==> src/rtl/staged_timer_pkg.sv <==
// Shared types and width helpers for the staged timer and
// the button lockout.
package staged_timer_pkg;

  typedef enum logic [1:0] {
    IDLE,
    COUNT,
    WAIT_REL
  } lock_state_e;

  typedef enum logic {
    DIR_NEXT,
    DIR_PREV
  } dir_e;

  function automatic int unsigned stage_w(input int unsigned n);
    return $clog2(n + 1);
  endfunction

  function automatic int unsigned shape_w(input int unsigned n);
    return $clog2(n + 1);
  endfunction

  function automatic int unsigned lock_cnt_w(input int unsigned d);
    return $clog2(d);
  endfunction

endpackage

==> src/rtl/btn_lockout.sv <==
// Press-and-release lockout: one step per press, issued after
// the lockout count has elapsed.
module btn_lockout
  import staged_timer_pkg::*;
#(
  parameter int unsigned DEBOUNCE = 20_000_000
) (
  input  logic clk,
  input  logic reset,
  input  logic clear,
  input  logic btn_next,
  input  logic btn_prev,
  output logic step_valid,
  output dir_e step_dir,
  output logic btn_lock
);

  localparam int unsigned LW = lock_cnt_w(DEBOUNCE);
  localparam logic [LW-1:0] LAST = LW'(DEBOUNCE - 1);

  lock_state_e   state_q;
  logic [LW-1:0] cnt_q;
  dir_e          dir_q;
  logic          lock_q;

  always_ff @(posedge clk) begin
    if (reset || clear) begin
      state_q <= IDLE;
      cnt_q   <= '0;
      dir_q   <= DIR_NEXT;
      lock_q  <= 1'b0;
    end else begin
      unique case (state_q)
        IDLE: begin
          if (btn_next || btn_prev) begin
            dir_q   <= btn_next ? DIR_NEXT : DIR_PREV;
            lock_q  <= 1'b1;
            cnt_q   <= '0;
            state_q <= COUNT;
          end
        end
        COUNT: begin
          if (cnt_q == LAST) begin
            state_q <= WAIT_REL;
          end else begin
            cnt_q <= cnt_q + 1'b1;
          end
        end
        WAIT_REL: begin
          if (!btn_next && !btn_prev) begin
            lock_q  <= 1'b0;
            state_q <= IDLE;
          end
        end
        default: state_q <= IDLE;
      endcase
    end
  end

  // Step fires on the edge that leaves COUNT.
  assign step_valid = (state_q == COUNT) && (cnt_q == LAST);
  assign step_dir   = dir_q;
  assign btn_lock   = lock_q;

endmodule

==> src/rtl/staged_timer_ctrl.sv <==
// Staged run timer plus debounced wrapping shape selector
// for the display controller.
module staged_timer_ctrl
  import staged_timer_pkg::*;
#(
  parameter int unsigned NUM_STAGES = 3,
  parameter int unsigned CNT_W      = 32,
  parameter logic [NUM_STAGES*CNT_W-1:0] STAGE_AT =
    {32'd450_000_000, 32'd350_000_000, 32'd200_000_000},
  parameter int unsigned PERIOD     = 550_000_000,
  parameter int unsigned NUM_SHAPES = 3,
  parameter int unsigned DEBOUNCE   = 20_000_000
) (
  input  logic clk,
  input  logic reset,
  input  logic enable,
  input  logic arm,
  input  logic loop,
  input  logic hold,
  input  logic btn_next,
  input  logic btn_prev,
  output logic armed,
  output logic [stage_w(NUM_STAGES)-1:0] stage,
  output logic stage_pulse,
  output logic done,
  output logic [shape_w(NUM_SHAPES)-1:0] shape,
  output logic shape_pulse,
  output logic btn_lock
);

  localparam int unsigned SW  = stage_w(NUM_STAGES);
  localparam int unsigned SHW = shape_w(NUM_SHAPES);
  localparam logic [CNT_W-1:0] LAST  = CNT_W'(PERIOD);
  localparam logic [SHW-1:0]   SHMAX = SHW'(NUM_SHAPES);

  logic             armed_q, armed_d;
  logic [CNT_W-1:0] cnt_q, cnt_d;
  logic [SW-1:0]    stage_q, stage_d;
  logic [SHW-1:0]   shape_q, shape_d;
  logic             done_q, done_d;
  logic             stage_pulse_q;
  logic             shape_pulse_q;
  logic             step_valid;
  dir_e             step_dir;

  btn_lockout #(
    .DEBOUNCE(DEBOUNCE)
  ) u_lock (
    .clk       (clk),
    .reset     (reset),
    .clear     (!enable),
    .btn_next  (btn_next),
    .btn_prev  (btn_prev),
    .step_valid(step_valid),
    .step_dir  (step_dir),
    .btn_lock  (btn_lock)
  );

  always_comb begin
    armed_d = armed_q;
    cnt_d   = cnt_q;
    stage_d = stage_q;
    shape_d = shape_q;
    done_d  = 1'b0;
    if (!enable) begin
      armed_d = 1'b0;
      cnt_d   = '0;
      stage_d = '0;
      shape_d = '0;
    end else begin
      if (!armed_q) begin
        armed_d = arm;
        cnt_d   = '0;
        stage_d = '0;
      end else if (!hold) begin
        if (cnt_q == LAST) begin
          cnt_d   = '0;
          stage_d = '0;
          if (!loop) begin
            armed_d = 1'b0;
            done_d  = 1'b1;
          end
        end else begin
          cnt_d = cnt_q + 1'b1;
          for (int k = 0; k < NUM_STAGES; k++) begin
            if (cnt_q == STAGE_AT[k*CNT_W +: CNT_W])
              stage_d = SW'(k + 1);
          end
        end
      end
      // Steps landing while disarmed are dropped.
      if (step_valid && armed_q) begin
        if (step_dir == DIR_NEXT)
          shape_d = (shape_q >= SHMAX) ? SHW'(1) : shape_q + 1'b1;
        else
          shape_d = (shape_q <= SHW'(1)) ? SHMAX : shape_q - 1'b1;
      end
    end
  end

  always_ff @(posedge clk) begin
    if (reset) begin
      armed_q       <= 1'b0;
      cnt_q         <= '0;
      stage_q       <= '0;
      shape_q       <= '0;
      done_q        <= 1'b0;
      stage_pulse_q <= 1'b0;
      shape_pulse_q <= 1'b0;
    end else begin
      armed_q       <= armed_d;
      cnt_q         <= cnt_d;
      stage_q       <= stage_d;
      shape_q       <= shape_d;
      done_q        <= done_d;
      stage_pulse_q <= (stage_d != stage_q);
      shape_pulse_q <= (shape_d != shape_q);
    end
  end

  assign armed       = armed_q;
  assign stage       = stage_q;
  assign stage_pulse = stage_pulse_q;
  assign done        = done_q;
  assign shape       = shape_q;
  assign shape_pulse = shape_pulse_q;

endmodule

==> config.mk <==
export PLATFORM = sky130hd
export DESIGN_NAME = staged_timer_ctrl
export DESIGN_NICKNAME = d
export VERILOG_FILES = /design/src/rtl/staged_timer_pkg.sv /design/src/rtl/btn_lockout.sv /design/src/rtl/staged_timer_ctrl.sv
export SDC_FILE = /design/constraint.sdc
export NUM_CORES = 1
export LEC_CHECK = 0
export CAP_MARGIN = 30
export CORE_AREA = 2 2 86 88
export CTS_CLUSTER_DIAMETER = 120
export DETAILED_ROUTE_END_ITERATION = 7
export DIE_AREA = 0 0 88 90
export GPL_TIMING_DRIVEN = 0
export PLACE_DENSITY = 0.75
export SYNTH_ARGS = -nofsm -noshare
export SYNTH_HDL_FRONTEND = slang
export SYNTH_HIERARCHICAL = 1
export SYNTH_SLANG_ARGS = --single-unit
==> constraint.sdc <==
create_clock -name clk -period 2.2 [get_ports clk]
set_clock_uncertainty 0.1 [all_clocks]
set_input_delay 0.44 -clock clk [delete_from_list [all_inputs] [get_ports clk]]
set_output_delay 0.44 -clock clk [all_outputs]
set_load 0.05 [all_outputs]
==> Word-level counts from Yosys, hierarchy flattened <==
Index checks and enable logic that the tools add are counted.
W data, S select, Z words.
{ "op_classes": {"n_addsub": 4, "n_lt_le_gt_ge": 2, "n_eq_ne": 13, "mux": 29, "n_bitwise": 3, "reduce_logical": 18} }
{ "ops": {"columns": ["cell", "n"], "rows": [
  ["$eq A32 B29 Y1 const B", 2],
  ["$mux W25", 2],
  ["$pmux W25 S2", 1],
  ["$add A32 B1 Y32 const B", 1],
  ["$eq A32 B28 Y1 const B", 1],
  ["$eq A32 B30 Y1 const B", 1],
  ["$mux W32", 1],
  ["$mux W2", 15],
  ["$add A25 B1 Y25 const B", 1],
  ["$eq A25 B25 Y1 const B", 1],
  ["$reduce_and A3 Y1", 3],
  ["$mux W1", 8],
  ["$pmux W2 S3", 1],
  ["$reduce_or A5 Y1", 1],
  ["$ne A2 B1 Y1 const B", 2],
  ["$ne A2 B2 Y1", 2],
  ["$ne A2 B2 Y1 const B", 2],
  ["$reduce_bool A2 Y1", 2],
  ["$logic_and A1 B1 Y1", 3],
  ["$logic_not A1 Y1", 3],
  ["$not A1 Y1", 3],
  ["$reduce_or A3 Y1", 1],
  ["$add A2 B1 Y2 const B", 1],
  ["$eq A2 B1 Y1 const B", 1],
  ["other kinds (9)", 10]
]} }
{ "totals": {"register_bits": 69, "input_bits": 8, "output_inout_bits": 9, "wordCells": 80} }

==> Logic depth before layout (Yosys ltp) <==
Gate-level depths: netlist of the first run.
{ "logic_depth": {"word_depth": 9, "mapped_depth": 11, "mapped_depth_nobuf": 11} }

==> Modules after synthesis <==
The synthesis of the first run kept the hierarchy.
{ "modules_own_cells": {"columns": ["module", "n_inst", "cells_each", "area_per_inst_um2", "seq_area_each_um2"], "rows": [
  ["staged_timer_ctrl", 1, 272, 2232.1, 800.8],
  ["btn_lockout", 1, 192, 1537.7, 580.6]
]} }

==> Worst setup path before layout of the first run <==
No wires, ideal clock.
{ "synth_path": {"path_kind": "reg2reg", "startpoint": "register u_lock.cnt_q[0]", "endpoint": "register shape_pulse_q, in the netlist shape_pulse", "arrival_ps": 2206, "required_time_ps": 2026, "setup_slack_ps": -181, "path_stages_with_launch": 12, "path_buffers": 0, "synth_period_minus_slack_ps": 2381, "path_cell_list": "dfxtp_1 -> ha_1 -> and3_1 -> nand3_2 -> nor4_4 -> and3_1 -> nand2_1 -> a211oi_1 -> a21oi_1 -> o22ai_1 -> nand2_1 -> a31oi_1"} }
{ "synth_via": {"elab_chain_cells": 6} }
{ "synth_lines": {"columns": ["item", "line", "source"], "rows": [
  ["start: declaration", "btn_lockout.sv:22", "logic [LW-1:0] cnt_q;"],
  ["start signal: assignment", "btn_lockout.sv:46", "cnt_q <= cnt_q + 1'b1;"],
  ["$eq A25 B25 Y1", "btn_lockout.sv:61", "assign step_valid = (state_q == COUNT) && (cnt_q == LAST);"],
  ["$logic_and A1 B1 Y1", "btn_lockout.sv:61", null],
  ["named net step_valid", "staged_timer_ctrl.sv:43", "logic step_valid;"],
  ["$logic_and A1 B1 Y1", "staged_timer_ctrl.sv:92", "if (step_valid && armed_q) begin"],
  ["$mux W2", "staged_timer_ctrl.sv:92", null],
  ["$mux W2", "staged_timer_ctrl.sv:65", "if (!enable) begin"],
  ["$ne A2 B2 Y1", "staged_timer_ctrl.sv:117", "shape_pulse_q <= (shape_d != shape_q);"],
  ["end signal: assignment", "staged_timer_ctrl.sv:117", null],
  ["end: declaration", "staged_timer_ctrl.sv:42", "logic shape_pulse_q;"]
]} }
The timed path passes the listed nets, and every way through them passes these cells.
A chain may end at the register's enable or synchronous reset.

==> results of run 1 <==
[final timing paths]
kind                                                     from                             to  slack, ns  depth (start not counted)
worst max register to register          cnt_q[2]$_SDFFE_PP0N_         cnt_q[20]$_SDFFE_PP0N_      -0.20                          6
worst min register to register  u_lock/cnt_q[15]$_SDFFE_PP0P_  u_lock/cnt_q[15]$_SDFFE_PP0P_       0.38                          2
worst max-delay path                    cnt_q[2]$_SDFFE_PP0N_         cnt_q[20]$_SDFFE_PP0N_      -0.20                          6
worst min-delay path            u_lock/cnt_q[15]$_SDFFE_PP0P_  u_lock/cnt_q[15]$_SDFFE_PP0P_       0.38                          2
[layer usage]
metal	wire [um]	track usage	vias up
met4	214	0.101	0
met2	4710	0.352	159
li1	-	-	1800
met3	650	0.0422	25
met5	0	0	-
met1	4640	0.353	1734
[flip-flops by register name (all words and copies together), names as in the netlist]
| signal | cells |
|---|---|
| stage | 2 |
| shape | 2 |
| done | 1 |
| stage_pulse | 1 |
| u_lock/step_dir | 1 |
| u_lock/btn_lock | 1 |
| shape_pulse | 1 |
| cnt_q | 32 |
| u_lock/state_q | 2 |
| u_lock/cnt_q | 25 |
| armed | 1 |
[kinds of logic after synthesis]
logic type	synth area share
flip-flops	0.366
buffers and inverters	0.0372
AO/OA/AOI/OAI	0.144
multiplexers	0.00830
AND/OR/NAND/NOR	0.363
adder cells (fa/ha/maj)	0.0199
XOR/XNOR	0.0604
[repair_timing]
action                     in CTS  in global routing
gates cloned                    0                  3
resized for setup              33                 66
buffers inserted               12                 17
hold buffers                    0                  0
pin swaps                       6                 21
setup endpoints to repair      51                 58
[final cells by class]
| type | count | area (um^2) |
|---|---|---|
| tap | 99 | 124 |
| multi-input combinational | 364 | 2500 |
| clock buffer | 11 | 151 |
| sequential | 69 | 1400 |
| inverter | 16 | 60.1 |
| timing repair buffer | 47 | 433 |
| buffer | 14 | 109 |
| fill | 526 | 2150 |
| clock inverter | 5 | 82.6 |
[synthesized netlist by cell type, drive strengths merged, types with 8 or more instances]
library cell  count
nand3            21
nand2b            9
nor2             62
inv              16
nand4            16
xnor2            19
a21oi            23
or2               8
and3              9
dfxtp            69
nor3             13
nor4              9
o21ai            36
or3               8
nand2            39
[worst register-to-register path, cell delays in order (launching register included)]
cell,delay [ns]
dfxtp_4,0.35
or4_4,0.54
or4b_4,0.53
or2_4,0.28
o21ai_4,0.20
buf_4,0.23
a21oi_1,0.06
[where the power goes]
| group | switching (uW) | internal, uW |
|---|---|---|
| Clock | 504 | 700 |
| Sequential | 6.24 | 1250 |
| Combinational | 62.8 | 44.1 |
| Total | 573 | 1990 |
[metrics by stage]
stage	setup TNS, ns	hold slack, ns	instance area [um^2]	std cells	utilization
after floorplan	-0.921	0.344	3810	464	-
after global placement	-17.53	0.374	4100	579	0.583
after detailed placement	-18.51	0.394	4100	579	0.583
after CTS	-5.01	0.406	4530	606	0.646
after global routing	-9.55	0.412	4870	625	0.693
final	-6.34	0.382	4870	625	0.693
==> impl_metrics.env, run 1 <==
export IMPL_die_y_um=90
export IMPL_grt_pass1_vias=3258
export IMPL_ir_drop_uv=327
export IMPL_drt_first_iter_violations=315
export IMPL_setup_slack_ns=-0.201
export IMPL_num_antenna_cells=0
export IMPL_grt_pass1_wl_um=15500
export IMPL_synthCells=464
export IMPL_crit_fanout=10
export IMPL_yosys_top_cells_area="dfxtp_1 37%, nor2_1 6.2%, xnor2_1 4.4%"
export IMPL_yosysTopAreaCell="dfxtp_1"
export IMPL_worstSetupEndpointType="flop"
export IMPL_yosysWarnings=6
export IMPL_ys_seq_area_frac=0.366
export IMPL_maxCapViolations=0
export IMPL_grtUsageTotal=0.243
export IMPL_clock_sinks=69
export IMPL_crit_chain="or4_4 > or4b_4 > or2_4 > o21ai_4 > buf_4 > a21oi_1"
export IMPL_ctsLongestPathBuffers=2
export IMPL_h_tree_depth=3
export IMPL_totalWireLength_um=10200
export IMPL_rsz0062_at_grt="yes"
export IMPL_finalSetupViolCount=45
export IMPL_min_path_type="flop to flop"
export IMPL_p_leak_uw=0.00166
export IMPL_grt_ovfl_total=0
export IMPL_path_delay_family="simple AND/OR/NAND/NOR gates"
export IMPL_max_slew_worst_pin_slew_ns=0.558
export IMPL_initial_core_util=0.537
export IMPL_crit_buf_inv=1
export IMPL_finalCriticalPeriod_ns=2.40
export IMPL_antenna_found_initial=0
export IMPL_syn_mean_instance_area_um2=8.12
export IMPL_vias=3718
export IMPL_synth_cell_types=66
export IMPL_drc_errors=0
export IMPL_viasPerCell=5.95
export IMPL_synthArstFlopShare=0
export IMPL_post_drt_wl_per_cell_um=16.3
export IMPL_cts_tree="yes"
export IMPL_mostFrequentLayoutCells="60 x dfxtp_1, 58 x nor2_1, 37 x nand2_1"
export IMPL_cts_root_buf="clkbuf_8"
export IMPL_drtAntennaViolNets=0
export IMPL_first_pass_iters=5
export IMPL_fin_total_pwr_uw=2560
export IMPL_critPathKind="flop to flop"
export IMPL_path_clk_slew_ns=0.08
export IMPL_final_common_cell="dfxtp_1"
export IMPL_synth_edf_count=0
export IMPL_nets=535
export IMPL_critical_path_slowest_cell="or4_4"
export IMPL_clock_latency_ns=0.35
export IMPL_worstPathRequired_ns=2.33
export IMPL_hpwl_um=6320
export IMPL_slew_viol_final=0
export IMPL_violations="negative setup slack"
export IMPL_critPathMaxStageDelay_ns=0.54
export IMPL_dieArea_um2=7920
export IMPL_synth_top_area_share=0.366
export IMPL_layout_drive_gt1_share=0.251
export IMPL_layout_worst_path_cycle_share=1.09
export IMPL_fmax_mhz=416
export IMPL_io_pins=17
export IMPL_synth_main_ff_cell="dfxtp_1"
export IMPL_finalHoldViolations=0
export IMPL_placementRows=31
export IMPL_syn_to_final_growth_pct=29.1
export IMPL_synth_nets=478
export IMPL_crit_arrival_ns=2.53
export IMPL_slew_headroom=0.625
export IMPL_fp_dieW_um=88
export IMPL_netlist_area_um2=3770
export IMPL_power_density_nw_per_um2=527
export IMPL_synth_ff_latch_count=69
export IMPL_numCtsBuffers=9
export IMPL_io_buffers=16
export IMPL_gp_congestion=0.960
export IMPL_status="finished with violations"
export IMPL_place_ws_ns=-0.650
export IMPL_crit_path_start_kind="flop"
export IMPL_core_area_um2=7020
export IMPL_grt_max_degree=13
(Power assumes the default switching activity.)
==> inputs of run 2 (changes only) <==
--- a/config.mk
+++ b/config.mk
@@ -12,6 +12,7 @@
 export DIE_AREA = 0 0 88 90
 export GPL_TIMING_DRIVEN = 0
 export PLACE_DENSITY = 0.75
+export SKIP_LAST_GASP = 1
 export SYNTH_ARGS = -nofsm -noshare
 export SYNTH_HDL_FRONTEND = slang
 export SYNTH_HIERARCHICAL = 1
==> run 2 against run 1 <==
Compared with the run above:
- non-clock buffer count fell by 1
- critical endpoint unchanged
- the flow still finishes with violations (negative setup slack)
- critical path depth stayed put
- routed wire length is 2.9% lower
- highest routed layer unchanged
- clock-buffer cell count is the same
- final area down 1.1%
- largest power group unchanged
==> impl_metrics.env, run 2 (synthesized netlist as in run 1, its figures left out) <==
export IMPL_max_slew_worst_pin_slew_ns=0.555
export IMPL_setup_slack_ns=-0.196
export IMPL_cts_root_buf="clkbuf_8"
export IMPL_violations="negative setup slack"
export IMPL_drt_first_iter_violations=300
export IMPL_cts_tree="yes"
export IMPL_grt_max_degree=13
export IMPL_path_delay_family="simple AND/OR/NAND/NOR gates"
export IMPL_clock_sinks=69
export IMPL_fmax_mhz=417
export IMPL_crit_arrival_ns=2.53
export IMPL_post_drt_wl_per_cell_um=15.9
export IMPL_crit_path_start_kind="flop"
export IMPL_antenna_found_initial=0
export IMPL_core_area_um2=7020
export IMPL_initial_core_util=0.537
export IMPL_slew_viol_final=0
export IMPL_drtAntennaViolNets=0
export IMPL_num_antenna_cells=0
export IMPL_viasPerCell=5.92
export IMPL_dieArea_um2=7920
export IMPL_worstSetupEndpointType="flop"
export IMPL_io_pins=17
export IMPL_numCtsBuffers=9
export IMPL_worstPathRequired_ns=2.34
export IMPL_vias=3693
export IMPL_fin_hold_ws_ns=0.393
export IMPL_grtUsageTotal=0.242
export IMPL_finalCriticalPeriod_ns=2.40
export IMPL_grt_ovfl_total=0
export IMPL_min_path_type="flop to flop"
export IMPL_final_area_um2=4810
export IMPL_layout_worst_path_cycle_share=1.09
export IMPL_fp_dieW_um=88
export IMPL_totalWireLength_um=9910
export IMPL_crit_buf_inv=1
export IMPL_clock_latency_ns=0.35
export IMPL_die_y_um=90
export IMPL_top_register="cnt_q"
export IMPL_ctsLongestPathBuffers=2
export IMPL_ctsHoldBuffers=0
export IMPL_hpwl_um=6320
export IMPL_final_cell_count_no_fill=624
export IMPL_finalSetupViolCount=34
export IMPL_grt_pass1_vias=3251
export IMPL_finalHoldViolations=0
export IMPL_h_tree_depth=3
export IMPL_crit_fanout=10
export IMPL_critPathKind="flop to flop"
export IMPL_nets=534
export IMPL_critPathMaxStageDelay_ns=0.54
export IMPL_final_common_cell="dfxtp_1"
export IMPL_place_area_um2=4100
export IMPL_placementRows=31
export IMPL_crit_chain="or4_4 > or4b_4 > or2_4 > o21ai_4 > buf_4 > a21oi_1"
export IMPL_syn_to_final_growth_pct=27.6
export IMPL_ir_drop_uv=331
export IMPL_rsz0062_at_grt="yes"
export IMPL_status="finished with violations"
export IMPL_final_util=0.685
export IMPL_placedCellCount=579
export IMPL_largest_register_ffs=32
export IMPL_io_buffers=16
export IMPL_grt_pass1_wl_um=15400
export IMPL_slew_headroom=0.626
export IMPL_p_leak_uw=0.00163
export IMPL_gp_congestion=0.960
export IMPL_layout_drive_gt1_share=0.227
export IMPL_top_regs="cnt_q: 32 flops, u_lock/cnt_q: 25 flops"
export IMPL_first_pass_iters=5
export IMPL_mostFrequentLayoutCells="61 x dfxtp_1, 59 x nor2_1, 38 x nand2_1"
export IMPL_fin_total_pwr_uw=2570
export IMPL_worst_r2r_setup_slack_ns=-0.20
export IMPL_maxCapViolations=0
export IMPL_critical_path_slowest_cell="or4_4"
export IMPL_path_clk_slew_ns=0.08
export IMPL_power_density_nw_per_um2=533
export IMPL_drc_errors=0
[run 2: tightest hold or removal path, cell delays in order (launching register included)]
cell      delay, ns
dfxtp_1        0.32
nand2b_1       0.07
a21oi_1        0.06
[run 2: per-stage QoR]
step	setup TNS [ns]	worst slack, ns
after floorplan	-0.921	-0.0682
after global placement	-17.53	-0.627
after detailed placement	-18.51	-0.650
after CTS	-5.04	-0.170
after global routing	-8.50	-0.261
final	-5.91	-0.196
[run 2: timing repair]
action	CTS	global route
gates cloned	0	3
setup buffers	12	16
gates resized for setup	29	41
pin swaps	6	12
endpoints found under the setup margin	51	59
[run 2: path summary, 6_finish.rpt]
kind | startpoint | cells past startpoint | to
max | cnt_q[2]$_SDFFE_PP0N_ | 6 | cnt_q[20]$_SDFFE_PP0N_
min | u_lock/btn_lock$_SDFFE_PP0P_ | 2 | u_lock/btn_lock$_SDFFE_PP0P_
max reg2reg | cnt_q[2]$_SDFFE_PP0N_ | 6 | cnt_q[20]$_SDFFE_PP0N_
min reg2reg | u_lock/btn_lock$_SDFFE_PP0P_ | 2 | u_lock/btn_lock$_SDFFE_PP0P_
[run 2: cell type report]
cell class	instances	area, um^2
clock buffers	11	151
well taps	99	124
inverters	16	60.1
fillers	537	2210
multi-input cells	364	2470
flip-flops and latches	69	1400
plain buffers	14	105
repair buffers	46	415
clock inverters	5	82.6
[run 2: metal layers]
layer | vias to the layer above | track usage | share of wire | routed length, um
li1 | 1801 | - | - | -
met1 | 1749 | 0.350 | 0.48 | 4720
met2 | 125 | 0.353 | 0.45 | 4450
met3 | 18 | 0.0413 | 0.058 | 572
met4 | 0 | 0.100 | 0.017 | 173
met5 | - | 0 | 0 | 0
[run 2: where the power goes]
part / switching, uW / internal, uW / leakage [uW]
registers: 6.36 / 1250 / 0.000562
clock network: 510 / 700 / 0.000108
logic: 59.9 / 42.3 / 0.000964
total: 576 / 1990 / 0.00163
==> inputs of run 3 (changes only) <==
--- a/config.mk
+++ b/config.mk
@@ -6,12 +6,13 @@
 export NUM_CORES = 1
 export LEC_CHECK = 0
 export CAP_MARGIN = 30
-export CORE_AREA = 2 2 86 88
+export CORE_AREA = 2 2 85 87
+export CTS_BUF_LIST = sky130_fd_sc_hd__clkbuf_2
 export CTS_CLUSTER_DIAMETER = 120
 export DETAILED_ROUTE_END_ITERATION = 7
-export DIE_AREA = 0 0 88 90
+export DIE_AREA = 0 0 87 89
 export GPL_TIMING_DRIVEN = 0
-export PLACE_DENSITY = 0.75
+export PLACE_DENSITY = 0.77
 export SKIP_LAST_GASP = 1
 export SYNTH_ARGS = -nofsm -noshare
 export SYNTH_HDL_FRONTEND = slang
==> constraint.sdc (replaced) <==
create_clock -name clk -period 2.2 [get_ports clk]
set_clock_uncertainty 0.1 [all_clocks]
set_input_delay 0.44 -clock clk [delete_from_list [all_inputs] [get_ports clk]]
set_output_delay 0.44 -clock clk [all_outputs]
set_load 0.01 [all_outputs]
==> run 3 against run 2 <==
Compared with the run above:
- combinational power decreased by 8%
- die area shrank 2.2%
- worst hold slack improved by 0.013 ns
- the run still ends with negative setup slack left
- critical endpoint is now cnt_q[23]$_SDFFE_PP0N_
- register-to-register slack lost 0.14 ns
- clock power fell by 52%
==> impl_metrics.env, run 3 (synthesized netlist as in run 1, its figures left out) <==
export IMPL_status="finished with violations"
export IMPL_violations="negative setup slack"
export IMPL_grt_pass1_vias=3163
export IMPL_drc_errors=0
export IMPL_totalWireLength_um=9810
export IMPL_core_area_um2=6720
export IMPL_setup_slack_ns=-0.333
export IMPL_finalSetupViolCount=37
export IMPL_timing_rr_start="cnt_q[2]$_SDFFE_PP0N_"
export IMPL_crit_arrival_ns=2.83
export IMPL_crit_chain="or4_4 > or4b_4 > or2_4 > o21ai_4 > buf_4 > buf_6 > a21oi_2"
export IMPL_vias=3724
export IMPL_critPathMaxStageDelay_ns=0.53
export IMPL_dieArea_um2=7740
export IMPL_h_tree_depth=3
export IMPL_die_y_um=89
export IMPL_final_common_cell="nor2_1"
export IMPL_intPower_uw=1440
export IMPL_top_regs="cnt_q: 32 flops, u_lock/cnt_q: 25 flops"
export IMPL_fin_hold_ws_ns=0.406
export IMPL_min_to="u_lock/btn_lock$_SDFFE_PP0P_"
export IMPL_min_path_type="flop to flop"
export IMPL_ir_drop_uv=203
export IMPL_crit_fanout=7
export IMPL_largest_register_ffs=32
export IMPL_mostFrequentLayoutCells="49 x nor2_1, 48 x dfxtp_1, 39 x nand2_1"
export IMPL_slew_viol_final=0
export IMPL_hpwl_um=6330
export IMPL_syn_to_final_growth_pct=21.5
export IMPL_whs_path_depth=2
export IMPL_swShare=0.254
export IMPL_io_buffers=16
export IMPL_critPathKind="flop to flop"
export IMPL_gp_congestion=0.887
export IMPL_first_pass_iters=5
export IMPL_layout_worst_path_cycle_share=1.15
export IMPL_clock_latency_ns=0.51
export IMPL_place_area_um2=4070
export IMPL_grt_max_degree=11
export IMPL_slew_headroom=0.568
export IMPL_clock_sinks=69
export IMPL_worstPathRequired_ns=2.49
export IMPL_finalHoldViolations=0
export IMPL_rsz0062_at_grt="yes"
export IMPL_viasPerCell=6.27
export IMPL_maxCapViolations=0
export IMPL_post_drt_wl_per_cell_um=16.5
export IMPL_reg2reg_depth=7
export IMPL_ctsHoldBuffers=0
export IMPL_cts_root_buf="clkbuf_2"
export IMPL_nets=524
export IMPL_min_from="u_lock/btn_lock$_SDFFE_PP0P_"
export IMPL_numCtsBuffers=9
export IMPL_num_antenna_cells=0
export IMPL_path_clk_slew_ns=0.19
export IMPL_worst_r2r_setup_slack_ns=-0.33
export IMPL_max_slew_worst_pin_slew_ns=0.642
export IMPL_crit_buf_inv=2
export IMPL_switching_power_uw=491
export IMPL_drt_first_iter_violations=303
export IMPL_worstSetupEndpointType="flop"
export IMPL_io_pins=17
export IMPL_place_ws_ns=-0.621
export IMPL_finalCriticalPeriod_ns=2.53
export IMPL_p_leak_uw=0.00148
export IMPL_cts_tree="yes"
export IMPL_layout_drive_gt1_share=0.251
export IMPL_grt_ovfl_total=0
export IMPL_placementRows=30
export IMPL_reg2reg_to="cnt_q[23]$_SDFFE_PP0N_"
export IMPL_grtUsageTotal=0.243
export IMPL_clkPwrFrac=0.301
export IMPL_initial_core_util=0.561
export IMPL_p_comb_frac=0.048
export IMPL_fmax_mhz=395
export IMPL_final_area_um2=4580
export IMPL_grt_pass1_wl_um=14900
export IMPL_drtAntennaViolNets=0
export IMPL_seqPwrFrac=0.650
export IMPL_antenna_found_initial=0
export IMPL_crit_path_start_kind="flop"
export IMPL_top_register="cnt_q"
export IMPL_power_density_nw_per_um2=422
export IMPL_path_delay_family="simple AND/OR/NAND/NOR gates"
export IMPL_critical_path_slowest_cell="or4_4"
export IMPL_ctsLongestPathBuffers=2
export IMPL_fp_dieW_um=87
[run 3: cell types whose count changed in the layout (fill, tap and decap cells not counted), sizes merged]
cell and delta:
buf -10, bufinv -2, clkbuf +1, clkdlybuf4s50 +3, clkinv +3, clkinvlp -3, dlygate4sd2 -1, dlymetal6s2s -2
[run 3: stage by stage]
step           cells  total power (uW)   util  TNS, ns
6_report         594              1930  0.682    -9.59
5_1_grt          594              2000  0.682   -11.27
4_1_cts          585              1930  0.642    -7.27
3_5_place_dp     560              1370  0.606   -18.00
3_3_place_gp     560              1360  0.606   -16.49
2_1_floorplan    464              1330      -   -0.528
[run 3: power groups by stage]
stage	clock (uW)	sequential [uW]	combinational [uW]
after floorplan	0	1290	44.5
after global placement	0	1290	76.8
after detailed placement	0	1290	79.2
after CTS	587	1260	85.3
after global routing	642	1260	101
final	583	1260	93.5
[run 3: repair_timing]
item / CTS / global route
hold endpoints to repair: 0 / 0
setup buffers: 9 / 10
gates resized for setup: 26 / 62
endpoints found under the setup margin: 52 / 62
gates cloned: 1 / 2
pin swaps: 11 / 18
[run 3: layer usage]
metal  part of all wire  up-vias  global-route usage
met5                  0        -                   0
met4              0.017        0              0.0909
met3              0.064       19              0.0369
met2               0.45      145               0.364
met1               0.47     1786               0.353
li1                   -     1774                   -
[run 3: worst min-delay path, delay by kind of cell (launching register included)]
family | cells | cell delay [ns]
flip-flops | 1 | 0.36
AND/OR/NAND/NOR | 1 | 0.07
AO/OA/AOI/OAI | 1 | 0.06
[run 3: layout make-up]
type / instances / area [um^2]
flip-flops and latches: 69 / 1420
fillers: 543 / 2140
inverters: 16 / 60.1
clock buffers: 12 / 60.1
multi-input cells: 364 / 2500
repair buffers: 36 / 334
clock inverters: 3 / 13.8
well taps: 80 / 100
plain buffers: 14 / 101
[run 3: how the worst max path moves through the flow]
| stage | startpoint | end | slack [ns] | cells after the start |
|---|---|---|---|---|
| final | cnt_q[2]$_SDFFE_PP0N_ | cnt_q[23]$_SDFFE_PP0N_ | -0.33 | 7 |
| after CTS | cnt_q[2]$_SDFFE_PP0N_ | cnt_q[30]$_SDFFE_PP0N_ | -0.25 | 6 |
| after global placement | hold | stage_pulse$_SDFF_PP0_ | -0.60 | 8 |
| after floorplan | u_lock/cnt_q[14]$_SDFFE_PP0P_ | shape_pulse$_SDFF_PP0_ | -0.08 | 9 |
| after detailed placement | hold | cnt_q[31]$_SDFFE_PP0N_ | -0.62 | 9 |
| after global routing | cnt_q[2]$_SDFFE_PP0N_ | cnt_q[20]$_SDFFE_PP0N_ | -0.37 | 7 |
